<file path="src/rtl/seg_argmax.sv">
// seg_argmax: per-pixel argmax classification head with a per-frame class histogram.
//   clock, rst        : system clock, asynchronous active-high reset
//   in_feat           : UNITS signed Q(INT_BITW).(FRAC_BITW) features, unit k at [k*FIXED_BITW +: FIXED_BITW]
//   in_vcnt, in_hcnt  : scan coordinates of in_feat
//   out_label         : index of the largest feature (lowest index wins ties)
//   out_conf          : largest feature clamped to [0, 2^UINT_BITW-1]
//   out_vcnt/out_hcnt : input coordinates delayed by LATENCY
//   hist, hist_valid  : last completed frame's per-class pixel counts and its update pulse
module seg_argmax #(
    parameter int HEIGHT    = -1,
    parameter int WIDTH     = -1,
    parameter int W_HEIGHT  = -1,
    parameter int W_WIDTH   = -1,
    parameter int UNITS     = 12,
    parameter int INT_BITW  = 5,
    parameter int FRAC_BITW = 8,
    parameter int UINT_BITW = 8,
    localparam int unsigned FIXED_BITW = INT_BITW + FRAC_BITW,
    localparam int unsigned LBL_BITW   = $clog2(UNITS),
    localparam int unsigned V_BITW     = (W_HEIGHT > 1) ? $clog2(W_HEIGHT) : 1,
    localparam int unsigned H_BITW     = (W_WIDTH > 1) ? $clog2(W_WIDTH) : 1,
    localparam int unsigned CNT_BITW   = (HEIGHT * WIDTH > 0) ? $clog2(HEIGHT * WIDTH + 1) : 1,
    localparam int unsigned LATENCY    = LBL_BITW + 2
) (
    input  logic                             clock,
    input  logic                             rst,
    input  logic [0:FIXED_BITW*UNITS-1]      in_feat,
    input  logic [V_BITW-1:0]                in_vcnt,
    input  logic [H_BITW-1:0]                in_hcnt,
    output logic [LBL_BITW-1:0]              out_label,
    output logic [UINT_BITW-1:0]             out_conf,
    output logic [V_BITW-1:0]                out_vcnt,
    output logic [H_BITW-1:0]                out_hcnt,
    output logic [0:CNT_BITW*UNITS-1]        hist,
    output logic                             hist_valid
);

    typedef enum logic {
        UNSYNCED = 1'b0,
        COUNTING = 1'b1
    } state_t;

    // Number of live (value, index) pairs at a given tree level.
    function automatic int unsigned level_nodes(input int unsigned lvl);
        int unsigned n;
        n = UNITS;
        for (int unsigned i = 0; i < lvl; i++) begin
            n = (n + 1) / 2;
        end
        return n;
    endfunction

    logic signed [FIXED_BITW-1:0] tree_val [LBL_BITW+1][UNITS];
    logic        [LBL_BITW-1:0]   tree_idx [LBL_BITW+1][UNITS];
    logic        [V_BITW-1:0]     vcnt_pipe [LATENCY];
    logic        [H_BITW-1:0]     hcnt_pipe [LATENCY];
    logic        [LATENCY-1:0]    valid_pipe;
    logic                         out_valid_int;

    logic signed [FIXED_BITW-1:0] max_val;
    logic        [UINT_BITW-1:0]  conf_sat;

    state_t                       state;
    logic        [CNT_BITW-1:0]   acc     [UNITS];
    logic        [CNT_BITW-1:0]   acc_nxt [UNITS];
    logic                         sync_hit;
    logic                         frame_end;
    logic                         active_px;
    logic                         count_en;

    // Level 0 captures the inputs; levels 1..LBL_BITW reduce pairwise, left operand wins ties.
    always_ff @(posedge clock or posedge rst) begin
        if (rst) begin
            for (int l = 0; l <= int'(LBL_BITW); l++) begin
                for (int j = 0; j < UNITS; j++) begin
                    tree_val[l][j] <= '0;
                    tree_idx[l][j] <= '0;
                end
            end
        end else begin
            for (int k = 0; k < UNITS; k++) begin
                tree_val[0][k] <= in_feat[k*FIXED_BITW +: FIXED_BITW];
                tree_idx[0][k] <= LBL_BITW'(k);
            end
            for (int l = 1; l <= int'(LBL_BITW); l++) begin
                for (int j = 0; j < UNITS; j++) begin
                    tree_val[l][j] <= '0;
                    tree_idx[l][j] <= '0;
                end
                for (int j = 0; j < UNITS / 2; j++) begin
                    if (2 * j + 1 < int'(level_nodes(l - 1))) begin
                        if (tree_val[l-1][2*j+1] > tree_val[l-1][2*j]) begin
                            tree_val[l][j] <= tree_val[l-1][2*j+1];
                            tree_idx[l][j] <= tree_idx[l-1][2*j+1];
                        end else begin
                            tree_val[l][j] <= tree_val[l-1][2*j];
                            tree_idx[l][j] <= tree_idx[l-1][2*j];
                        end
                    end
                end
                // Odd leftover at this level passes through unchanged.
                if (level_nodes(l - 1) % 2 == 1) begin
                    tree_val[l][level_nodes(l-1)/2] <= tree_val[l-1][level_nodes(l-1)-1];
                    tree_idx[l][level_nodes(l-1)/2] <= tree_idx[l-1][level_nodes(l-1)-1];
                end
            end
        end
    end

    // Clamp the winning value: negative -> 0, any integer part -> full scale, else the fraction.
    always_comb begin
        max_val  = tree_val[LBL_BITW][0];
        conf_sat = UINT_BITW'(max_val[FRAC_BITW-1:0]);
        if (max_val[FIXED_BITW-1]) begin
            conf_sat = '0;
        end else if (|max_val[FIXED_BITW-2:FRAC_BITW]) begin
            conf_sat = '1;
        end
    end

    // Final stage plus the coordinate / valid delay line.
    always_ff @(posedge clock or posedge rst) begin
        if (rst) begin
            out_label  <= '0;
            out_conf   <= '0;
            valid_pipe <= '0;
            for (int i = 0; i < int'(LATENCY); i++) begin
                vcnt_pipe[i] <= '0;
                hcnt_pipe[i] <= '0;
            end
        end else begin
            out_label    <= tree_idx[LBL_BITW][0];
            out_conf     <= conf_sat;
            valid_pipe   <= {valid_pipe[LATENCY-2:0], 1'b1};
            vcnt_pipe[0] <= in_vcnt;
            hcnt_pipe[0] <= in_hcnt;
            for (int i = 1; i < int'(LATENCY); i++) begin
                vcnt_pipe[i] <= vcnt_pipe[i-1];
                hcnt_pipe[i] <= hcnt_pipe[i-1];
            end
        end
    end

    assign out_vcnt      = vcnt_pipe[LATENCY-1];
    assign out_hcnt      = hcnt_pipe[LATENCY-1];
    assign out_valid_int = valid_pipe[LATENCY-1];

    // Extra MSB on the bound compares keeps a power-of-two HEIGHT/WIDTH from truncating to 0.
    assign sync_hit  = out_valid_int && (out_vcnt == '0) && (out_hcnt == '0);
    assign frame_end = (out_vcnt == V_BITW'(W_HEIGHT - 1)) && (out_hcnt == H_BITW'(W_WIDTH - 1));
    assign active_px = out_valid_int
                    && ({1'b0, out_vcnt} < (V_BITW + 1)'(HEIGHT))
                    && ({1'b0, out_hcnt} < (H_BITW + 1)'(WIDTH))
                    && ({1'b0, out_label} < (LBL_BITW + 1)'(UNITS));
    assign count_en  = (state == COUNTING) || sync_hit;

    // Accumulators with this cycle's saturating increment applied.
    always_comb begin
        for (int k = 0; k < UNITS; k++) begin
            acc_nxt[k] = acc[k];
        end
        if (count_en && active_px && (acc[out_label] != '1)) begin
            acc_nxt[out_label] = acc[out_label] + 1'b1;
        end
    end

    // Histogram FSM: sync on the first (0,0), publish and clear at each frame end.
    always_ff @(posedge clock or posedge rst) begin
        if (rst) begin
            state      <= UNSYNCED;
            hist       <= '0;
            hist_valid <= 1'b0;
            for (int k = 0; k < UNITS; k++) begin
                acc[k] <= '0;
            end
        end else begin
            hist_valid <= 1'b0;
            case (state)
                UNSYNCED: begin
                    if (sync_hit) begin
                        state <= COUNTING;
                        acc   <= acc_nxt;
                    end
                end
                COUNTING: begin
                    if (frame_end) begin
                        for (int k = 0; k < UNITS; k++) begin
                            hist[k*CNT_BITW +: CNT_BITW] <= acc_nxt[k];
                            acc[k]                       <= '0;
                        end
                        hist_valid <= 1'b1;
                    end else begin
                        acc <= acc_nxt;
                    end
                end
                default: state <= UNSYNCED;
            endcase
        end
    end

endmodule

</file>
<file path="config.mk">
export PLATFORM = sky130hd
export DESIGN_NAME = seg_argmax
export DESIGN_NICKNAME = d
export VERILOG_FILES = /design/src/rtl/seg_argmax.sv
export SDC_FILE = /design/constraint.sdc
export NUM_CORES = 1
export LEC_CHECK = 0
export BUFFER_PORTS_ARGS = -buffer_cell sky130_fd_sc_hd__buf_2
export CAP_MARGIN = 5
export CORE_ASPECT_RATIO = 0.5
export CORE_MARGIN = 3
export CORE_UTILIZATION = 50
export DETAILED_ROUTE_END_ITERATION = 7
export GPL_TIMING_DRIVEN = 1
export HOLD_SLACK_MARGIN = 0.05
export PLACE_DENSITY_LB_ADDON = 0.05
export SLEW_MARGIN = 15
export SYNTH_ARGS = -nofsm -noshare
export SYNTH_HDL_FRONTEND = slang
export SYNTH_SLANG_ARGS = --single-unit
</file>
<file path="constraint.sdc">
create_clock -name clock -period 24.2 [get_ports clock]
set_clock_uncertainty 0.1 [all_clocks]
set_input_delay 2.42 -clock clock [delete_from_list [all_inputs] [get_ports clock]]
set_output_delay 2.42 -clock clock [all_outputs]
set_load 0.03 [all_outputs]
</file>
==> results of run 1 <==
-- layout by cell type, fill, tap and decap left out, types with 12 or more instances in the layout --
cell type / netlist / routed
nand4_1: 21 / 21
nand3_1: 17 / 17
a2bb2oi_1: 12 / 12
clkbuf_16: 0 / 37
a21oi_1: 63 / 63
dfrtp_1: 392 / 392
inv_1: 165 / 164
mux2_2: 122 / 122
mux2i_1: 37 / 37
o221a_2: 13 / 13
ha_1: 143 / 143
nor2_1: 71 / 71
nand2_1: 28 / 28
buf_2: 9 / 186
-- path summary, 6_finish.rpt --
path | to | cells past startpoint | start | slack (ps)
worst max-delay path | out_label[0] | 1 | out_label[0] | 20430
worst min-delay path | tree_val[296] | 0 | tree_val[439] | 240
min in group asynchronous | hcnt_pipe[5] | 2 | rst | 1930
max in group asynchronous | tree_val[686] | 3 | rst | 20550
worst max register to register | tree_idx[140] | 7 | tree_val[623] | 20980
worst min register to register | tree_val[296] | 0 | tree_val[439] | 240
-- layer usage --
metal / global-route usage (%) / vias up
li1: - / 4730
met1: 27.6 / 4901
met2: 31.0 / 174
met3: 4.40 / 50
met4: 3.88 / 4
met5: 0 / -
-- cells by family (layout without fill, tap and decap cells) --
| kind of cell | count (synthesis) | after routing |
|---|---|---|
| flip-flops | 392 | 392 |
| AND/OR/NAND/NOR | 206 | 206 |
| buffers and inverters | 193 | 420 |
| multiplexers | 164 | 164 |
| AO/OA/AOI/OAI | 158 | 158 |
| adder cells (fa/ha/maj) | 143 | 143 |
| other | 1 | 1 |
-- registers in the layout (all words and copies together) (netlist names) --
name,flops
valid_pipe,6
tree_idx,24
vcnt_pipe,5
out_conf,8
hist_valid,1
max_val,13
hist,12
state,1
out_hcnt,1
acc,12
out_label,4
tree_val,299
hcnt_pipe,5
out_vcnt,1
-- power by group through the flow --
stage	Sequential, mW	Clock, mW	Combinational (mW)
floorplan	0.861	0	0.309
finish	0.847	0.590	0.449
global placement	0.856	0	0.439
global route	0.859	0.634	0.502
detailed placement	0.857	0	0.449
CTS	0.848	0.610	0.455
-- cell type report --
type                            instances  area [um^2]  share of cell area [%]
Sequential cell                       392         9810                    51.6
Multi-Input combinational cell        672         5810                    30.6
Clock buffer                           49         1030                    5.42
Timing Repair Buffer                  195         1010                    5.31
Inverter                              165          627                    3.30
Tap cell                              432          541                    2.84
Clock inverter                         11          191                    1.01
-- through the flow --
step                      cell area, um^2  total power, mW  cells  utilization, %  hold WS (ps)
after global routing                19000             2.00   1916            59.4           254
after global placement              17800             1.29   1856            55.6           232
after CTS                           19000             1.91   1916            59.4           238
after floorplan                     16400             1.17   1257               -           231
after detailed placement            17800             1.31   1856            55.6           235
final                               19000             1.89   1916            59.4           238
==> impl_metrics.py, run 1 <==
metrics = {
    "sta": {
        "worst_pin_slew_ps": 1140,
        "setup_violations": 0,
        "fin_ws_ps": 20430,
        "fin_crit_ps": 3770,
        "drv_slew": 0,
        "setup_tns_ps": 0,
        "clock.fmax_mhz": 265,
        "slew_headroom_pct": 24.2,
        "hold_violations": 0,
        "grt_setup_unrepaired": "no",
        "fin_crit_sh_pct": 15.6,
    },
    "routing": {
        "routedLengthMet1_um": 15700,
        "remaining_drc_errors": 0,
        "vias": 9859,
        "wl_met3_um": 1700,
        "wl_met2_um": 15100,
        "wirelength_um": 33000,
        "maxUsedRoutingLayer": "met5",
        "drtIter0Drc": 534,
        "via_per_inst": 5.15,
        "route.detailed.wl_per_inst_um": 17.2,
        "antenna_left": 0,
        "firstDrtPassIters": 5,
    },
    "yosys": {
        "yosys.area_share.simple_pct": 6.52,
        "synth_top_family_by_area": "multiplexers",
        "synth_adder_area_share_pct": 10.9,
        "synth_enable_flop_cells": 0,
        "yosysSeqAreaShare_pct": 59.9,
        "synth_top_cell_area_share_pct": 59.9,
        "yosys_register_bits": 392,
        "synth_area_um2": 16400,
        "synth.area.top_cells": "dfrtp_1 60%, ha_1 11%, mux2_2 8.4%",
        "yosysMostFrequentCell": "dfrtp_1",
        "synth_nets": 1560,
        "ys_async_sr_fraction_pct": 100,
        "ys_types": 69,
        "synth_xor_area_share_pct": 0,
        "synthCells": 1257,
        "ys_warn_count": 0,
        "syn_avg_cell_area_um2": 13.0,
        "yosys-top-cells-count": "392 x dfrtp_1, 165 x inv_1, 143 x ha_1",
        "synth_compound_area_share_pct": 6.89,
        "synth_top_area_cell": "dfrtp_1",
        "synthMuxAreaShare_pct": 11.1,
        "synthFlopType": "dfrtp_1",
    },
    "clock_network": {
        "post_cts_buffers": 0,
        "holdBufCountCts": 0,
        "cts_buffers": 36,
        "cts_root_buf": "clkbuf_16",
        "clk_pin_slew_ps": 60,
        "htree_levels": 2,
        "cts.sink_count": 392,
        "insertion_delay_ps": 520,
        "cts_tree": "done",
        "cts_max_path_buffers": 3,
        "cts_resized": 0,
    },
    "critical_path": {
        "cpPeakStageDelay_ps": 490,
        "critPathLaunchType": "flip-flop",
        "worstSetupEndpointType": "output pin",
        "path_max_fanout": 8,
        "crit_buf_inv": 1,
        "critPathTopFamily": "flip-flops",
        "critical-path-slowest-cell": "dfrtp_1",
        "crit_chain": "buf_2",
        "crit_type": "flip-flop to output pin",
        "critPathArrivalTime_ps": 1250,
        "critPathRequiredTime_ps": 21680,
    },
    "floorplanning": {
        "die_x_um": 262,
        "die_h_um": 134,
        "ios": 187,
        "num_rows": 46,
        "core_area_um2": 32000,
        "start_util_pct": 51.2,
        "floorplan.die_area_um2": 35100,
    },
    "run_status": {
        "status": "finished, final reports clean",
    },
    "final_layout": {
        "area_growth_pct": 16.1,
        "fillerInstances": 2571,
        "antenna_cells": 0,
        "nNetsFinal": 1765,
        "drive_gt1_share_pct": 26.8,
    },
    "placement": {
        "pre_cts_ws_ps": 19850,
        "io_buffers": 186,
        "dpl.hpwl_um": 23800,
        "gp_congestion": 0.857,
    },
    "power": {
        "combPwrFrac_pct": 23.8,
        "p_sw_mw": 0.554,
        "switching_share_pct": 29.4,
        "cellLeakagePower_nw": 9.46,
        "power_density_nw_per_um2": 99.1,
        "power.internal_mw": 1.33,
        "clkPwrFrac_pct": 31.3,
        "peakVddDrop_v": 0.0000409,
        "seqPwrFrac_pct": 44.9,
    },
    "global_routing": {
        "grt_pass1_vias": 10500,
        "antenna_found_initial": 2,
        "track_usage_pct": 19.4,
        "grt_pass1_wl_um": 53500,
        "grt_max_degree": 192,
        "grt_overflow_total": 0,
    },
    "hold_path": {
        "hold_class": "flip-flop to flip-flop",
    },
    "run": {
        "cap_violations": 0,
    },
}
No activity file was read; power rests on OpenSTA's default activity.
==> run 2: changes to the inputs <==
==> constraint.sdc (replaced) <==
create_clock -name clock -period 3.3 [get_ports clock]
set_clock_uncertainty 0.1 [all_clocks]
set_input_delay 0.33 -clock clock [delete_from_list [all_inputs] [get_ports clock]]
set_output_delay 0.33 -clock clock [all_outputs]
set_load 0.03 [all_outputs]
==> run 2 against run 1 <==
Compared with the run above:
- hold slack got worse by 1.2 ps
- critical path depth grew 6
- sequential share of layout area shrank 4.1 points
- non-clock buffer count rose by 171
- critical path type is now flip-flop to flip-flop
- via count rose by 6.4%
- cell count up 9.0%
- clock-buffer cell count decreased by 3
- sequential power increased to 7.4 times the previous value
- combinational power rose to 7.7 times the previous value
- die area unchanged
==> impl_metrics.py, run 2 (same netlist as run 1, synthesis figures left out) <==
metrics = {
    "run_status": {
        "status": "finished, final reports clean",
    },
    "routing": {
        "routedLengthMet1_um": 16600,
        "wl_met2_um": 16600,
        "route.detailed.wl_per_inst_um": 17.1,
        "firstDrtPassIters": 5,
        "vias": 10500,
        "wl_met3_um": 1550,
        "via_per_inst": 5.02,
        "antenna_left": 0,
        "wirelength_um": 35600,
        "maxUsedRoutingLayer": "met4",
        "drtIter0Drc": 508,
        "remaining_drc_errors": 0,
    },
    "floorplanning": {
        "core_area_um2": 32000,
        "ios": 187,
        "start_util_pct": 51.2,
        "die_x_um": 262,
        "floorplan.die_area_um2": 35100,
        "num_rows": 46,
        "die_h_um": 134,
    },
    "final_layout": {
        "antenna_cells": 0,
        "largest_register": "tree_val",
        "fin_cells": 2088,
        "final_cell_mix": "392 x dfrtp_1, 186 x buf_2, 164 x inv_1",
        "layout_commonest_cell": "dfrtp_1",
        "drive_gt1_share_pct": 24.8,
        "final-seq-area_um2": 9810,
        "fillerInstances": 2476,
        "multi_input_area_um2": 5810,
        "area_growth_pct": 26.2,
        "fin_util_pct": 64.6,
        "nNetsFinal": 1936,
        "largest_reg_flops": 299,
    },
    "global_routing": {
        "grt_pass1_vias": 11300,
        "grt_overflow_total": 0,
        "grt_pass1_wl_um": 57900,
        "antenna_found_initial": 0,
        "grt_max_degree": 119,
        "track_usage_pct": 21.1,
    },
    "clock_network": {
        "clk_pin_slew_ps": 60,
        "insertion_delay_ps": 530,
        "post_cts_buffers": 0,
        "cts_max_path_buffers": 3,
        "cts_tree": "done",
        "cts_root_buf": "clkbuf_16",
        "cts.sink_count": 392,
        "htree_levels": 2,
        "cts_buffers": 36,
    },
    "placement": {
        "io_buffers": 186,
        "gp_congestion": 0.869,
        "dp.cells": 1868,
        "dpl.hpwl_um": 24800,
    },
    "critical_path": {
        "path_max_fanout": 12,
        "critPathLaunchType": "flip-flop",
        "crit_chain": "ha_1 -> and3_4 -> a221o_1 -> a311oi_2 -> nand3b_1 -> a2bb2oi_1 -> o221a_2",
        "crit_type": "flip-flop to flip-flop",
        "critical-path-slowest-cell": "nand3b_1",
        "cpPeakStageDelay_ps": 470,
        "rr_endpoint": "tree_val[622]",
        "rrSetupSlack_ps": 420,
        "worst-path-stages": 7,
        "critPathTopFamily": "compound AO/OA/AOI/OAI gates",
        "crit_start": "tree_val[757]",
        "critPathRequiredTime_ps": 3610,
        "timing.critical_path.to": "tree_val[622]",
        "critPathArrivalTime_ps": 3190,
        "worstReg2RegStart": "tree_val[757]",
        "worstSetupEndpointType": "flip-flop",
        "crit_buf_inv": 0,
        "r2r_cells": 7,
    },
    "sta": {
        "fin_crit_ps": 2880,
        "worst_pin_slew_ps": 694,
        "fin_crit_sh_pct": 87.4,
        "hold_violations": 0,
        "clock.fmax_mhz": 347,
        "grt_setup_unrepaired": "no",
        "setup_tns_ps": 0,
        "drv_slew": 0,
        "slew_headroom_pct": 53.1,
        "setup_violations": 0,
    },
    "power": {
        "peakVddDrop_v": 0.000359,
        "cellLeakagePower_nw": 10.2,
        "power_density_nw_per_um2": 670,
    },
    "hold_path": {
        "holdPathStages": 0,
        "hold_class": "flip-flop to flip-flop",
    },
    "run": {
        "cap_violations": 0,
    },
}
## run 2: cell count changes in the layout (fill, tap and decap cells not counted), moves of 2 or more
cell           delta
dlygate4sd3_1   +159
clkinv_2          +3
buf_4             +9
clkbuf_8          -2
bufinv_16         -2
clkinvlp_4        +3
buf_12            +3
## run 2: metrics by stage
| stage | setup slack [ps] | total power [mW] | cell area (um^2) | hold slack, ps |
|---|---|---|---|---|
| after global placement | 533 | 9.54 | 17900 | 232 |
| after detailed placement | 411 | 9.61 | 17900 | 235 |
| after global routing | 269 | 14.7 | 20700 | 249 |
| after CTS | 404 | 14.0 | 20700 | 244 |
| final | 416 | 13.9 | 20700 | 237 |
| after floorplan | -2400 | 8.58 | 16400 | 231 |
## run 2: layout make-up
| class | count | share of cell area, % |
|---|---|---|
| clock inverters | 15 | 0.823 |
| flip-flops and latches | 392 | 47.4 |
| multi-input cells | 672 | 28.1 |
| repair buffers | 366 | 13.2 |
| well taps | 432 | 2.61 |
| clock buffers | 46 | 4.83 |
| inverters | 165 | 3.01 |
## run 2: worst register-to-register path, stage by stage (launching register included)
cell and delay [ps]:
dfrtp_1 400, ha_1 320, and3_4 190, a221o_1 350
a311oi_2 410, nand3b_1 470, a2bb2oi_1 280, o221a_2 270
## run 2: timing repair
| action | in CTS | in global routing |
|---|---|---|
| resized for setup | 0 | 0 |
| endpoints found under the hold margin | 174 | 0 |
| hold buffers | 159 | 0 |
## run 2: how the worst min path moves through the flow
stage	from	endpoint	slack [ps]
2_1_floorplan	hcnt_pipe[2]	hcnt_pipe[1]	230
3_3_place_gp	tree_idx[135]	tree_idx[91]	230
3_5_place_dp	hcnt_pipe[4]	hcnt_pipe[3]	230
4_1_cts	tree_val[440]	tree_val[297]	240
5_1_grt	tree_val[440]	tree_val[297]	250
6_report	tree_val[440]	tree_val[297]	240
## run 2: report_power, final
| group | switching (mW) | internal, mW |
|---|---|---|
| sequential | 0.561 | 5.67 |
| combinational | 1.80 | 1.66 |
| clock | 1.78 | 2.39 |
| total | 4.14 | 9.72 |
## run 2: layer usage
layer / global-route usage [%] / up-vias
met5: 0 / -
met4: 5.72 / 0
met3: 4.06 / 58
met2: 34.1 / 202
met1: 29.5 / 5165
li1: - / 5064
==> run 3: changes to the inputs <==
--- a/config.mk
+++ b/config.mk
@@ -7,7 +7,7 @@
 export LEC_CHECK = 0
 export BUFFER_PORTS_ARGS = -buffer_cell sky130_fd_sc_hd__buf_2
 export CAP_MARGIN = 5
-export CORE_ASPECT_RATIO = 0.5
+export CORE_ASPECT_RATIO = 0.7
 export CORE_MARGIN = 3
 export CORE_UTILIZATION = 50
 export DETAILED_ROUTE_END_ITERATION = 7
==> run 3 against run 2 <==
Compared with the run above:
- clock power grew 4%
- critical endpoint is now tree_val[614]
- clock-buffer cell count grew 13
- maximum frequency shrank 0.41%
- global-route usage shrank 0.91 points
- hold slack gained 3.6 ps
- wire length shrank 3.9%
- sequential share of layout area shrank 0.30 points
- setup slack lost 12 ps
- critical path depth is the same
==> impl_metrics.py, run 3 (same netlist as run 1, synthesis figures left out) <==
metrics = {
    "clock_network": {
        "insertion_delay_ps": 530,
        "cts_buffers": 39,
        "htree_levels": 2,
        "holdBufCountCts": 159,
        "post_cts_buffers": 0,
        "clk_pin_slew_ps": 60,
        "cts_max_path_buffers": 3,
        "cts.sink_count": 392,
        "cts_root_buf": "clkbuf_16",
        "cts_resized": 0,
        "cts_tree": "done",
    },
    "hold_path": {
        "holdPathStages": 0,
        "holdPathEnd": "tree_val[296]",
        "hp-start": "tree_val[439]",
        "hold_class": "flip-flop to flip-flop",
    },
    "power": {
        "seqPwrFrac_pct": 44.1,
        "clkPwrFrac_pct": 31.0,
        "power_density_nw_per_um2": 675,
        "combPwrFrac_pct": 24.9,
        "power.internal_mw": 9.95,
        "switching_share_pct": 29.1,
        "p_sw_mw": 4.09,
        "peakVddDrop_v": 0.000457,
        "cellLeakagePower_nw": 10.2,
        "finalPower_mw": 14.0,
    },
    "placement": {
        "dpl.hpwl_um": 23600,
        "io_buffers": 186,
        "gp_congestion": 0.839,
    },
    "final_layout": {
        "fillerInstances": 2414,
        "antenna_cells": 0,
        "final-seq-area_um2": 9810,
        "multi_input_area_um2": 5810,
        "largest_register": "tree_val",
        "largest_reg_flops": 299,
        "final_cell_mix": "392 x dfrtp_1, 186 x buf_2, 164 x inv_1",
        "drive_gt1_share_pct": 25.1,
        "fin_util_pct": 65.7,
        "nNetsFinal": 1946,
        "area_growth_pct": 27.0,
        "layout_commonest_cell": "dfrtp_1",
    },
    "critical_path": {
        "critPathArrivalTime_ps": 3200,
        "critPathTopFamily": "compound AO/OA/AOI/OAI gates",
        "critPathLaunchType": "flip-flop",
        "rr_endpoint": "tree_val[614]",
        "worstSetupEndpointType": "flip-flop",
        "cpPeakStageDelay_ps": 560,
        "crit_type": "flip-flop to flip-flop",
        "crit_buf_inv": 0,
        "worstReg2RegStart": "tree_val[766]",
        "critical-path-slowest-cell": "ha_1",
        "rrSetupSlack_ps": 400,
        "r2r_cells": 7,
        "path_max_fanout": 19,
        "crit_chain": "ha_1 -> nand4_1 -> o211ai_1 -> a31oi_1 -> nand3b_1 -> a2bb2oi_1 -> o221a_2",
        "critPathRequiredTime_ps": 3600,
    },
    "sta": {
        "clock.fmax_mhz": 345,
        "grt_setup_unrepaired": "no",
        "hold_violations": 0,
        "setup_violations": 0,
        "fin_crit_sh_pct": 87.7,
        "drv_slew": 0,
        "fin_crit_ps": 2900,
        "setup_tns_ps": 0,
        "slew_headroom_pct": 49.9,
        "worst_pin_slew_ps": 748,
    },
    "global_routing": {
        "track_usage_pct": 20.2,
        "antenna_found_initial": 0,
        "grt_pass1_vias": 10900,
        "grt_pass1_wl_um": 57000,
        "grt_overflow_total": 0,
        "grt_max_degree": 83,
    },
    "routing": {
        "vias": 10400,
        "route.detailed.wl_per_inst_um": 16.4,
        "firstDrtPassIters": 5,
        "wirelength_um": 34200,
        "antenna_left": 0,
        "via_per_inst": 4.99,
        "drtIter0Drc": 507,
        "remaining_drc_errors": 0,
    },
    "floorplanning": {
        "die_h_um": 157,
        "core_area_um2": 31700,
        "start_util_pct": 51.7,
        "die_x_um": 222,
        "num_rows": 54,
        "floorplan.die_area_um2": 35000,
        "ios": 187,
    },
    "run": {
        "cap_violations": 0,
    },
    "run_status": {
        "status": "finished, final reports clean",
    },
}
run 3: cell types whose count changed in the layout (fill, tap and decap cells not counted):
cell,before,now
and2_2,1,0
clkinv_4,3,0
clkinvlp_4,3,2
inv_6,1,0
buf_4,17,24
clkbuf_8,4,7
bufinv_16,3,2
clkinv_2,6,7
and2_1,2,3
clkbuf_16,37,41
clkbuf_1,5,11
run 3: layout make-up:
| cell class | count | share of cell area [%] |
|---|---|---|
| timing repair buffer | 373 | 13.4 |
| inverter | 165 | 2.99 |
| clock buffer | 59 | 5.59 |
| tap | 420 | 2.52 |
| sequential | 392 | 47.1 |
| clock inverter | 10 | 0.493 |
| multi-input combinational | 672 | 27.9 |
run 3: power groups by stage:
stage	logic (mW)	registers, mW	clock network, mW
after CTS	3.52	6.20	4.49
after global routing	3.91	6.30	4.70
after global placement	3.31	6.27	0
final	3.50	6.19	4.35
after floorplan	2.26	6.31	0
after detailed placement	3.35	6.28	0
run 3: worst max path at each step:
stage	slack, ps	depth (start not counted)	startpoint	endpoint
final	400	7	tree_val[766]	tree_val[614]
after global routing	180	7	tree_val[766]	tree_val[622]
after CTS	440	7	tree_val[766]	tree_val[614]
after detailed placement	440	7	tree_val[766]	tree_val[614]
after global placement	500	7	tree_val[766]	tree_val[614]
after floorplan	-2400	1	rst	acc[0]
run 3: routing by layer:
layer	vias up	part of all wire, %	track usage [%]	routed length [um]
li1	5098	-	-	-
met1	5107	50	30.5	17100
met2	179	44	30.9	15200
met3	58	3.6	3.32	1240
met4	0	2.0	4.99	684
met5	-	0	0	0
run 3: stage by stage:
| stage | setup slack [ps] | instances | cell area, um^2 | hold slack (ps) |
|---|---|---|---|---|
| final | 404 | 2091 | 20800 | 241 |
| after global routing | 185 | 2091 | 20800 | 253 |
| after CTS | 437 | 2091 | 20800 | 246 |
| after detailed placement | 442 | 1863 | 18000 | 235 |
| after global placement | 497 | 1863 | 18000 | 232 |
| after floorplan | -2400 | 1257 | 16400 | 231 |
